===== config.mk =====
export PLATFORM = sky130hd
export DESIGN_NAME = seg_scan_ctrl
export DESIGN_NICKNAME = d
export VERILOG_FILES = /design/src/rtl/seg_pkg.sv /design/src/rtl/hex_to_seg.sv /design/src/rtl/seg_scan_ctrl.sv
export SDC_FILE = /design/constraint.sdc
export NUM_CORES = 1
export LEC_CHECK = 0
export ABC_AREA = 1
export CAP_MARGIN = 20
export CORE_MARGIN = 1
export CORE_UTILIZATION = 30
export CTS_CLUSTER_DIAMETER = 80
export CTS_CLUSTER_SIZE = 14
export DETAILED_ROUTE_END_ITERATION = 16
export GPL_TIMING_DRIVEN = 0
export PLACE_DENSITY_LB_ADDON = 0.15
export SKIP_LAST_GASP = 1
export SLEW_MARGIN = 20
export SYNTH_ARGS = -nofsm -noshare
export SYNTH_HDL_FRONTEND = slang
export SYNTH_SLANG_ARGS = --single-unit

===== constraint.sdc =====
create_clock -name clk -period 2.1 [get_ports clk]
set_input_delay 0.63 -clock clk [delete_from_list [all_inputs] [get_ports clk]]
set_output_delay 0.63 -clock clk [all_outputs]
set_load 0.05 [all_outputs]

===== src/rtl/seg_pkg.sv =====
`default_nettype none
// ============================================================================
//  Module      : seg_pkg
//  Description : Shared types and constants for the 4-digit seven-segment
//                scan controller: scan FSM states, blanking values and the
//                active-low hex glyph table (bit 6 = a ... bit 0 = g).
//  Revision    : 1.0 - initial release
// ============================================================================
package seg_pkg;

   typedef enum logic [0:0] {
      BLANK = 1'b0,
      DRIVE = 1'b1
   } state_t;

   localparam logic [6:0] SEG_OFF = 7'h7F;
   localparam logic [3:0] AN_OFF  = 4'hF;

   // Active-low glyphs for hex digits 0..F, index 0 is the leftmost entry
   localparam logic [0:15][6:0] C_GLYPH_TABLE = {
      7'h01,  // 0
      7'h4F,  // 1
      7'h12,  // 2
      7'h06,  // 3
      7'h4C,  // 4
      7'h24,  // 5
      7'h20,  // 6
      7'h0F,  // 7
      7'h00,  // 8
      7'h04,  // 9
      7'h08,  // A
      7'h60,  // b
      7'h31,  // C
      7'h42,  // d
      7'h30,  // E
      7'h38   // F
   };

endpackage : seg_pkg
`default_nettype wire


===== src/rtl/hex_to_seg.sv =====
`default_nettype none
// ============================================================================
//  Module      : hex_to_seg
//  Description : Combinational hex digit to active-low seven-segment glyph.
//  Revision    : 1.0 - initial release
// ============================================================================
module hex_to_seg
   import seg_pkg::*;
(
   input  logic [3:0] i_hex,
   output logic [6:0] o_seg
);

   assign o_seg = C_GLYPH_TABLE[i_hex];

endmodule : hex_to_seg
`default_nettype wire


===== src/rtl/seg_scan_ctrl.sv =====
`default_nettype none
// ============================================================================
//  Module      : seg_scan_ctrl
//  Description : Time-multiplexed 4-digit seven-segment scan controller.
//                Each digit slot is a BLANK phase (all anodes off) followed
//                by a DRIVE phase. New display words are double-buffered in a
//                pending register and committed only at the end of the
//                digit3 drive slot so a frame never shows mixed data.
//  Revision    : 1.0 - initial release
// ============================================================================
module seg_scan_ctrl
   import seg_pkg::*;
#(
   parameter int unsigned REFRESH_DIV = 1000,
   parameter int unsigned BLANK_CYC   = 4
) (
   input  logic        clk,
   input  logic        reset,
   input  logic        load_valid,
   input  logic [15:0] load_data,
   output logic        load_ready,
   input  logic [3:0]  digit_en,
   output logic [3:0]  an,
   output logic [6:0]  seg,
   output logic        frame_done
);

   localparam logic [15:0] C_DRIVE_LAST = 16'(REFRESH_DIV - 1);
   localparam logic [15:0] C_BLANK_LAST = 16'(BLANK_CYC - 1);

   state_t      r_state;
   state_t      w_state_nxt;
   logic [1:0]  r_idx;
   logic [1:0]  w_idx_nxt;
   logic [15:0] r_cnt;
   logic [15:0] w_cnt_nxt;
   logic        w_frame_end;

   logic [3:0]  r_an;
   logic [3:0]  w_an_nxt;
   logic [6:0]  r_seg;
   logic [6:0]  w_seg_nxt;
   logic        r_frame_done;
   logic        w_frame_done_nxt;

   logic [15:0] r_pending;
   logic [15:0] r_committed;
   logic        r_pend_valid;
   logic        w_load_fire;

   logic [3:0]  w_digit_nxt;
   logic [6:0]  w_glyph;

   // Scan state, digit index, slot counter and registered display outputs
   always_ff @(posedge clk) begin
      if (reset) begin
         r_state      <= BLANK;
         r_idx        <= 2'd0;
         r_cnt        <= 16'd0;
         r_an         <= AN_OFF;
         r_seg        <= SEG_OFF;
         r_frame_done <= 1'b0;
      end else begin
         r_state      <= w_state_nxt;
         r_idx        <= w_idx_nxt;
         r_cnt        <= w_cnt_nxt;
         r_an         <= w_an_nxt;
         r_seg        <= w_seg_nxt;
         r_frame_done <= w_frame_done_nxt;
      end
   end

   // Next-state logic: BLANK and DRIVE each run a fixed cycle count, the
   // counter restarts at every transition, the index advances leaving DRIVE
   always_comb begin
      w_state_nxt = r_state;
      w_idx_nxt   = r_idx;
      w_cnt_nxt   = r_cnt + 16'd1;
      w_frame_end = 1'b0;
      case (r_state)
         BLANK: begin
            if (r_cnt == C_BLANK_LAST) begin
               w_state_nxt = DRIVE;
               w_cnt_nxt   = 16'd0;
            end
         end
         DRIVE: begin
            if (r_cnt == C_DRIVE_LAST) begin
               w_state_nxt = BLANK;
               w_idx_nxt   = r_idx + 2'd1;
               w_cnt_nxt   = 16'd0;
               w_frame_end = (r_idx == 2'd3);
            end
         end
         default: begin
            w_state_nxt = BLANK;
            w_idx_nxt   = 2'd0;
            w_cnt_nxt   = 16'd0;
         end
      endcase
   end

   // Output decode looks at the next state so an/seg flip on the same edge
   // as the state; frame_done is high during the last digit3 drive cycle
   always_comb begin
      w_digit_nxt      = r_committed[{w_idx_nxt, 2'b00} +: 4];
      w_an_nxt         = AN_OFF;
      w_seg_nxt        = SEG_OFF;
      if ((w_state_nxt == DRIVE) && digit_en[w_idx_nxt]) begin
         w_an_nxt  = ~(4'b0001 << w_idx_nxt);
         w_seg_nxt = w_glyph;
      end
      w_frame_done_nxt = (w_state_nxt == DRIVE) && (w_idx_nxt == 2'd3) &&
                         (w_cnt_nxt == C_DRIVE_LAST);
   end

   hex_to_seg u_hex_to_seg (
      .i_hex (w_digit_nxt),
      .o_seg (w_glyph)
   );

   assign w_load_fire = load_valid & ~r_pend_valid;

   // Double buffer: accept into pending while empty, commit at frame end.
   // A full pending blocks loads, so commit and accept never coincide.
   always_ff @(posedge clk) begin
      if (reset) begin
         r_pending    <= 16'h0000;
         r_committed  <= 16'h0000;
         r_pend_valid <= 1'b0;
      end else if (w_frame_end && r_pend_valid) begin
         r_committed  <= r_pending;
         r_pend_valid <= 1'b0;
      end else if (w_load_fire) begin
         r_pending    <= load_data;
         r_pend_valid <= 1'b1;
      end
   end

   assign load_ready = ~r_pend_valid;
   assign an         = r_an;
   assign seg        = r_seg;
   assign frame_done = r_frame_done;

endmodule : seg_scan_ctrl
`default_nettype wire


==> results of run 1 <==
==> cells by family after synthesis <==
logic type	after synthesis	share of synthesized area
compound gates	49	0.0995
flops	64	0.412
fa+ha+maj	8	0.0322
xor+xnor	6	0.0169
simple gates	246	0.343
buf+inv	74	0.0958
==> metal layers <==
layer  GRT usage  routed length [µm]
met2       0.209                2950
met5           0                   0
met3      0.0283                 310
met4      0.0612                  74
met1       0.197                3770
==> cell type report <==
type	instances	area [µm²]
buffer	12	63.8
timing repair buffer	47	467
clock buffer	9	124
clock inverter	7	71.3
tap	133	166
inverter	62	245
sequential	64	1290
fill	1079	5780
multi-input combinational	309	1700
==> worst paths after layout <==
check	end	slack (ps)
worst max-delay path	seg[3]	-50
worst min-delay path	r_committed[7]	460
worst max register to register	seg[3]	-50
worst min register to register	r_committed[7]	460
==> timing repair <==
action / in CTS / in global routing
buffers inserted: 8 / 4
pin swaps: 7 / 18
resized for setup: 14 / 50
endpoints found under the setup margin: 8 / 23
==> where the power goes <==
group / switching (mW) / total, mW / internal (mW) / leakage, nW
Clock: 0.512 / 1.06 / 0.548 / 0.0995
Combinational: 0.108 / 0.199 / 0.0915 / 1.11
Sequential: 0.0284 / 1.28 / 1.25 / 0.524
Total: 0.648 / 2.54 / 1.89 / 1.73
==> worst reg2reg max path, stage by stage (launching register included) <==
cell and delay (ps):
sky130_fd_sc_hd__dfxtp_4 360, sky130_fd_sc_hd__ha_4 140, sky130_fd_sc_hd__nand2_4 60, sky130_fd_sc_hd__inv_2 60, sky130_fd_sc_hd__nand2_2 50, sky130_fd_sc_hd__nor2_4 120
sky130_fd_sc_hd__nand2_2 80, sky130_fd_sc_hd__nand2_2 90, sky130_fd_sc_hd__nand2_4 70, sky130_fd_sc_hd__buf_8 140, sky130_fd_sc_hd__o211ai_2 210, sky130_fd_sc_hd__nand2_4 130
sky130_fd_sc_hd__inv_4 100, sky130_fd_sc_hd__ha_4 190, sky130_fd_sc_hd__nand2_2 70, sky130_fd_sc_hd__nand3_2 60, sky130_fd_sc_hd__nand2_1 70, sky130_fd_sc_hd__nand2_1 40
==> state kept, by name, indices dropped and copies added, names as in the netlist <==
name,count
r_pending,16
r_idx,2
an,4
r_committed,16
seg,7
r_pend_valid,1
r_cnt,16
r_state,1
frame_done,1
==> stage by stage <==
stage	power (mW)	utilization	hold slack (ps)
2_1_floorplan	1.41	-	431
3_3_place_gp	1.49	0.368	443
3_5_place_dp	1.50	0.368	445
4_1_cts	2.57	0.397	460
5_1_grt	2.67	0.417	485
6_report	2.54	0.417	463
==> cell usage after synthesis (4+ instances only) <==
cell type                  count
sky130_fd_sc_hd__nor2_1      106
sky130_fd_sc_hd__clkbuf_1      9
sky130_fd_sc_hd__nand2_4       4
sky130_fd_sc_hd__nand2_1      82
sky130_fd_sc_hd__o21ai_0      23
sky130_fd_sc_hd__inv_1        54
sky130_fd_sc_hd__dfxtp_1      64
sky130_fd_sc_hd__inv_2         6
sky130_fd_sc_hd__nand4_1       6
sky130_fd_sc_hd__nand3_1      26
sky130_fd_sc_hd__nand2_2      13
sky130_fd_sc_hd__nor3_1        4
sky130_fd_sc_hd__a211oi_1     16
sky130_fd_sc_hd__a21oi_1       4
sky130_fd_sc_hd__xor2_1        5
sky130_fd_sc_hd__ha_1          8
==> cells in the final DEF, fill, tap and decap left out, types with 5 or more instances in the layout <==
cell / count
sky130_fd_sc_hd__a211oi_1: 16
sky130_fd_sc_hd__buf_4: 14
sky130_fd_sc_hd__clkbuf_1: 9
sky130_fd_sc_hd__clkbuf_8: 9
sky130_fd_sc_hd__clkdlybuf4s50_1: 23
sky130_fd_sc_hd__dfxtp_1: 58
sky130_fd_sc_hd__dfxtp_2: 5
sky130_fd_sc_hd__dlymetal6s2s_1: 11
sky130_fd_sc_hd__ha_4: 5
sky130_fd_sc_hd__inv_1: 50
sky130_fd_sc_hd__inv_2: 8
sky130_fd_sc_hd__nand2_1: 73
sky130_fd_sc_hd__nand2_2: 17
sky130_fd_sc_hd__nand2_4: 9
sky130_fd_sc_hd__nand3_1: 22
sky130_fd_sc_hd__nand3_2: 5
sky130_fd_sc_hd__nand4_1: 6
sky130_fd_sc_hd__nor2_1: 100
sky130_fd_sc_hd__nor2_2: 5
sky130_fd_sc_hd__o21ai_0: 19
sky130_fd_sc_hd__o21ai_1: 5
sky130_fd_sc_hd__xor2_1: 5
==> impl_metrics.ini, run 1 <==
[outcome]
run_status = complete, but fails checks
violations = setup timing

[power_and_ir_drop]
vdd.ir_drop.worst_mv = 0.300
p_per_area_nw_per_um2 = 616
power_leakage_nw = 1.73

[place]
placed_cell_area_um2 = 3640
detailedPlacementHpwl_um = 5080
routabilityCongestion = 0.836
place_ws_ps = -343
buffer_ports.inserted = 35
place.detailed.instances = 615

[global_routing]
gr_ovfl_total = 0
number_of_antenna_violations_at_the_first_check_in_global_routing = 0
grt_first_pass_wirelength_um = 12200
pin_count_of_the_biggest_net_entering_global_routing = 13
globalRouteTotalUtil = 0.141
grt_pass1_vias = 2602

[yosys]
synth_cell_type_count = 30
mappedNetlistNets = 478
synth_ff_type = sky130_fd_sc_hd__dfxtp_1
synth-warning-count = 0
post_synth.cell_area_avg_um2 = 6.95
syn-cell-area_um2 = 3110
synth_top_area_cell = sky130_fd_sc_hd__dfxtp_1
ys_async_sr_fraction = 0
syn-instance-count = 447
post_synth_main_area_contributors = sky130_fd_sc_hd__dfxtp_1, sky130_fd_sc_hd__nor2_1, sky130_fd_sc_hd__nand2_1, sky130_fd_sc_hd__inv_1, sky130_fd_sc_hd__nand3_1
synth-seq-area-share = 0.412
edff_count_synth = 0
top_cell_type_s_share_of_synthesized_area = 0.412
postSynthRegisterBits = 64

[detailed_routing]
per_cell_routed_wire_length_um = 11.1
viasPerCell = 4.35
drt-total-wl_um = 7110
detailroute.via_count = 2797
drtAntennaViolNets = 0
drc_markers = 0
drtIter0Drc = 69
drt_pass1_iterations = 4

[sta]
timing.clock.skew_ps = 12.3
final-hold-violation-count = 0
timing.final.setup_violations = 4
timing.final.max_slew_violations = 0
timing.setup.tns_ps = -85.9
relSlewSlack = 0.632
final_critical_path_setup_slack_ps = -54.1
period_minus_slack_ps = 2150
tightestPinTransition_ps = 552
setup_repair_after_global_routing_missed_its_margin = yes
layout_worst_path_cycle_share = 1.03
timing.fmax_ghz = 0.464

[setup_path]
path_class = reg -> reg
total_stage_count_of_the_critical_path = 17
setup_crit_start_kind = register
timing.critical_path.cells = ha_4 -> nand2_4 -> inv_2 -> nand2_2 -> nor2_4 -> nand2_2 -> nand2_2 -> nand2_4 -> buf_8 -> o211ai_2 -> nand2_4 -> inv_4 -> ha_4 -> nand2_2 -> nand3_2 -> nand2_1 -> nand2_1
rr_startpoint = r_cnt[0]
timing.critical_path.buf_inv = 3
critPathArrivalTime_ps = 2390
slowest_delay_ps = 360
slowest_stage_cell_on_the_critical_path = sky130_fd_sc_hd__dfxtp_4
crit_path_max_fanout = 7
cp_data_required_time_ps = 2340
worst_setup_path_startpoint = r_cnt[0]
worstSetupEndpointType = register
r2r_cells = 17
path_delay_family = simple AND/OR/NAND/NOR gates
cpMostUsedCell = sky130_fd_sc_hd__nand2_2

[floorplanning]
initial_utilization = 0.314
floorplan.rows = 36
placeableCoreArea_um2 = 9910
die-height_um = 104
die_x_um = 104
io-pin-count = 36
die_area_um2 = 10800

[cts]
clk_root_buffer_cell = sky130_fd_sc_hd__clkbuf_8
cts.reportedPaths.clkPinSlew_ps = 80
cts_htree_levels = 3
clock-sinks = 64
clock_insertion_delay_worst_skew_ps = 340
clock_path_buffers = 2
cts-hold-fix-buffers = 0
num_cts_buffers = 9
tritoncts = yes

[cells_and_area]
final_std_cells_w_o_fill = 643
areaGrowthSynthToFinish_pct = 32.9
num_antenna_cells = 0
finished_layout_cell_area_um2 = 4130
fin_nets = 536
drive_gt1_frac = 0.194

[hold_path]
worst_hold_startpoint = r_committed[7]
hold_path_class = reg -> reg
instance_count_along_the_most_critical_hold_path = 2

[flow_run]
cap_violations = 0
No activity file was read; power rests on OpenSTA's default activity.
==> run 2, diff against run 1 <==
--- a/config.mk
+++ b/config.mk
@@ -13,7 +13,7 @@
 export CTS_CLUSTER_SIZE = 14
 export DETAILED_ROUTE_END_ITERATION = 16
 export GPL_TIMING_DRIVEN = 0
-export PLACE_DENSITY_LB_ADDON = 0.15
+export PLACE_DENSITY = 0.58
 export SKIP_LAST_GASP = 1
 export SLEW_MARGIN = 20
 export SYNTH_ARGS = -nofsm -noshare
==> run 2 against run 1 <==
Routed wire length is 1.2% higher. Critical path depth is 1 higher. The flow still finishes with violations (setup timing). Maximum frequency down 0.77%. Utilization rose by 0.88 points. Sequential power is essentially flat. Clock power increased by 14%. Cell count rose by 0.47%. Cell area grew 2.1%. Total power increased by 5.6%. Flip-flop and latch count unchanged. Global-route usage shrank 0.73 points. Worst hold slack worse by 6.1 ps. Critical endpoint is now seg[5].
==> impl_metrics.ini, run 2 (synthesized netlist as in run 1, its figures left out) <==
[sta]
timing.fmax_ghz = 0.461
tightestPinTransition_ps = 504
timing.setup.tns_ps = -282
timing.clock.skew_ps = 10.4
period_minus_slack_ps = 2170
fin_hold_ws_ps = 457
final-hold-violation-count = 0
layout_worst_path_cycle_share = 1.03
relSlewSlack = 0.663
final_critical_path_setup_slack_ps = -70.9
timing.final.setup_violations = 6
timing.final.max_slew_violations = 0
setup_repair_after_global_routing_missed_its_margin = yes

[place]
detailedPlacementHpwl_um = 5090
buffer_ports.inserted = 35
routabilityCongestion = 0.884

[power_and_ir_drop]
netSwitchingFraction = 0.246
p_per_area_nw_per_um2 = 637
comb_power_share = 0.073
internal_power_mw = 2.02
vdd.ir_drop.worst_mv = 0.324
post-layout-total-power_mw = 2.68
power_leakage_nw = 1.73
power.clock.fraction = 0.449
switchingPower_mw = 0.660
seq_power_share = 0.478

[detailed_routing]
drc_markers = 0
drtIter0Drc = 56
drt_pass1_iterations = 4
detailroute.via_count = 2810
drtAntennaViolNets = 0
per_cell_routed_wire_length_um = 11.1
viasPerCell = 4.35
drt-total-wl_um = 7200

[cts]
clock-sinks = 64
num_cts_buffers = 9
clock_path_buffers = 2
cts-hold-fix-buffers = 0
clk_root_buffer_cell = sky130_fd_sc_hd__clkbuf_8
cts.reportedPaths.clkPinSlew_ps = 80
tritoncts = yes
clock_insertion_delay_worst_skew_ps = 340
cts_htree_levels = 3

[floorplanning]
die-height_um = 104
floorplan.rows = 36
initial_utilization = 0.314
die_x_um = 104
placeableCoreArea_um2 = 9910
io-pin-count = 36
die_area_um2 = 10800

[global_routing]
number_of_antenna_violations_at_the_first_check_in_global_routing = 0
globalRouteTotalUtil = 0.134
pin_count_of_the_biggest_net_entering_global_routing = 14
grt_first_pass_wirelength_um = 11900
grt_pass1_vias = 2675
gr_ovfl_total = 0

[cells_and_area]
reg.largest.list = r_cnt x16, r_committed x16, r_pending x16
num_antenna_cells = 0
layout_common_cells = sky130_fd_sc_hd__nor2_1, sky130_fd_sc_hd__nand2_1, sky130_fd_sc_hd__dfxtp_1
commonest_non_fill_non_tap_cell_in_the_layout = sky130_fd_sc_hd__nor2_1
areaGrowthSynthToFinish_pct = 35.7
fin_nets = 539
drive_gt1_frac = 0.212
filler_cell_count = 1056

[setup_path]
path_delay_family = simple AND/OR/NAND/NOR gates
crit_path_max_fanout = 7
path_class = reg -> reg
critPathArrivalTime_ps = 2410
slowest_delay_ps = 360
setup_crit_start_kind = register
timing.critical_path.buf_inv = 4
cp_data_required_time_ps = 2340
cpMostUsedCell = sky130_fd_sc_hd__nand2_2
timing.critical_path.cells = ha_4 -> nand2_4 -> inv_2 -> nand2_2 -> nor2_4 -> nand2_2 -> nand2_2 -> nand2_4 -> buf_8 -> o21ai_4 -> nand2_2 -> nand2_4 -> inv_8 -> ha_4 -> nand3_2 -> nand2_1 -> inv_1 -> nand2_1
worstSetupEndpointType = register
slowest_stage_cell_on_the_critical_path = sky130_fd_sc_hd__dfxtp_4

[hold_path]
hold_path_class = reg -> reg

[outcome]
violations = setup timing
run_status = complete, but fails checks

[flow_run]
cap_violations = 0
-- run 2: what timing repair did --
item,in CTS,in global routing
hold endpoints to repair,0,0
resized for setup,14,54
setup buffers,11,4
pin swaps,7,26
setup endpoints to repair,9,13
-- run 2: final cells by class --
| class | instances | area (µm²) | share of cell area |
|---|---|---|---|
| buffer | 12 | 63.8 | 0.0151 |
| timing repair buffer | 50 | 473 | 0.112 |
| clock inverter | 7 | 103 | 0.0243 |
| clock buffer | 9 | 124 | 0.0294 |
| sequential | 64 | 1290 | 0.307 |
| inverter | 62 | 250 | 0.0594 |
| multi-input combinational | 309 | 1740 | 0.413 |
| tap | 133 | 166 | 0.0395 |
-- run 2: stage by stage --
stage | util | instances | instance area [µm²] | setup slack (ps)
global route | 0.425 | 646 | 4220 | -217
detailed placement | 0.368 | 615 | 3640 | -306
finish | 0.425 | 646 | 4220 | -70.9
CTS | 0.402 | 642 | 3980 | -82.5
floorplan | - | 447 | 3130 | 20.7
global placement | 0.368 | 615 | 3640 | -288
-- run 2: power by group through the flow --
stage / sequential, mW / combinational, mW / clock (mW)
finish: 1.28 / 0.195 / 1.21
global route: 1.29 / 0.216 / 1.29
CTS: 1.28 / 0.195 / 1.24
detailed placement: 1.31 / 0.182 / 0
global placement: 1.31 / 0.179 / 0
floorplan: 1.32 / 0.0873 / 0
-- run 2: final timing paths --
| check | cells after the start | slack [ps] | from | to |
|---|---|---|---|---|
| worst min register to register | 2 | 460 | r_committed[15] | r_committed[15] |
| worst max register to register | 18 | -70 | r_cnt[0] | seg[5] |
| worst max-delay path | 18 | -70 | r_cnt[0] | seg[5] |
| worst min-delay path | 2 | 460 | r_committed[15] | r_committed[15] |
-- run 2: layer usage --
metal  vias to the layer above  global-route usage  part of all wire
met5                         -                   0                 0
met4                         0              0.0490             0.010
met3                         7              0.0227             0.033
met2                        51               0.223              0.45
met1                      1233               0.173              0.51
li1                       1519                   -                 -
-- run 2: worst reg2reg max path, cell delays in order (launching register included) --
cell                      delay [ps]
sky130_fd_sc_hd__dfxtp_4         360
sky130_fd_sc_hd__ha_4            150
sky130_fd_sc_hd__nand2_4          70
sky130_fd_sc_hd__inv_2            60
sky130_fd_sc_hd__nand2_2          50
sky130_fd_sc_hd__nor2_4          120
sky130_fd_sc_hd__nand2_2          80
sky130_fd_sc_hd__nand2_2          90
sky130_fd_sc_hd__nand2_4          70
sky130_fd_sc_hd__buf_8           140
sky130_fd_sc_hd__o21ai_4         160
sky130_fd_sc_hd__nand2_2          80
sky130_fd_sc_hd__nand2_4         140
sky130_fd_sc_hd__inv_8            60
sky130_fd_sc_hd__ha_4            230
sky130_fd_sc_hd__nand3_2          70
sky130_fd_sc_hd__nand2_1          50
sky130_fd_sc_hd__inv_1            50
sky130_fd_sc_hd__nand2_1          40
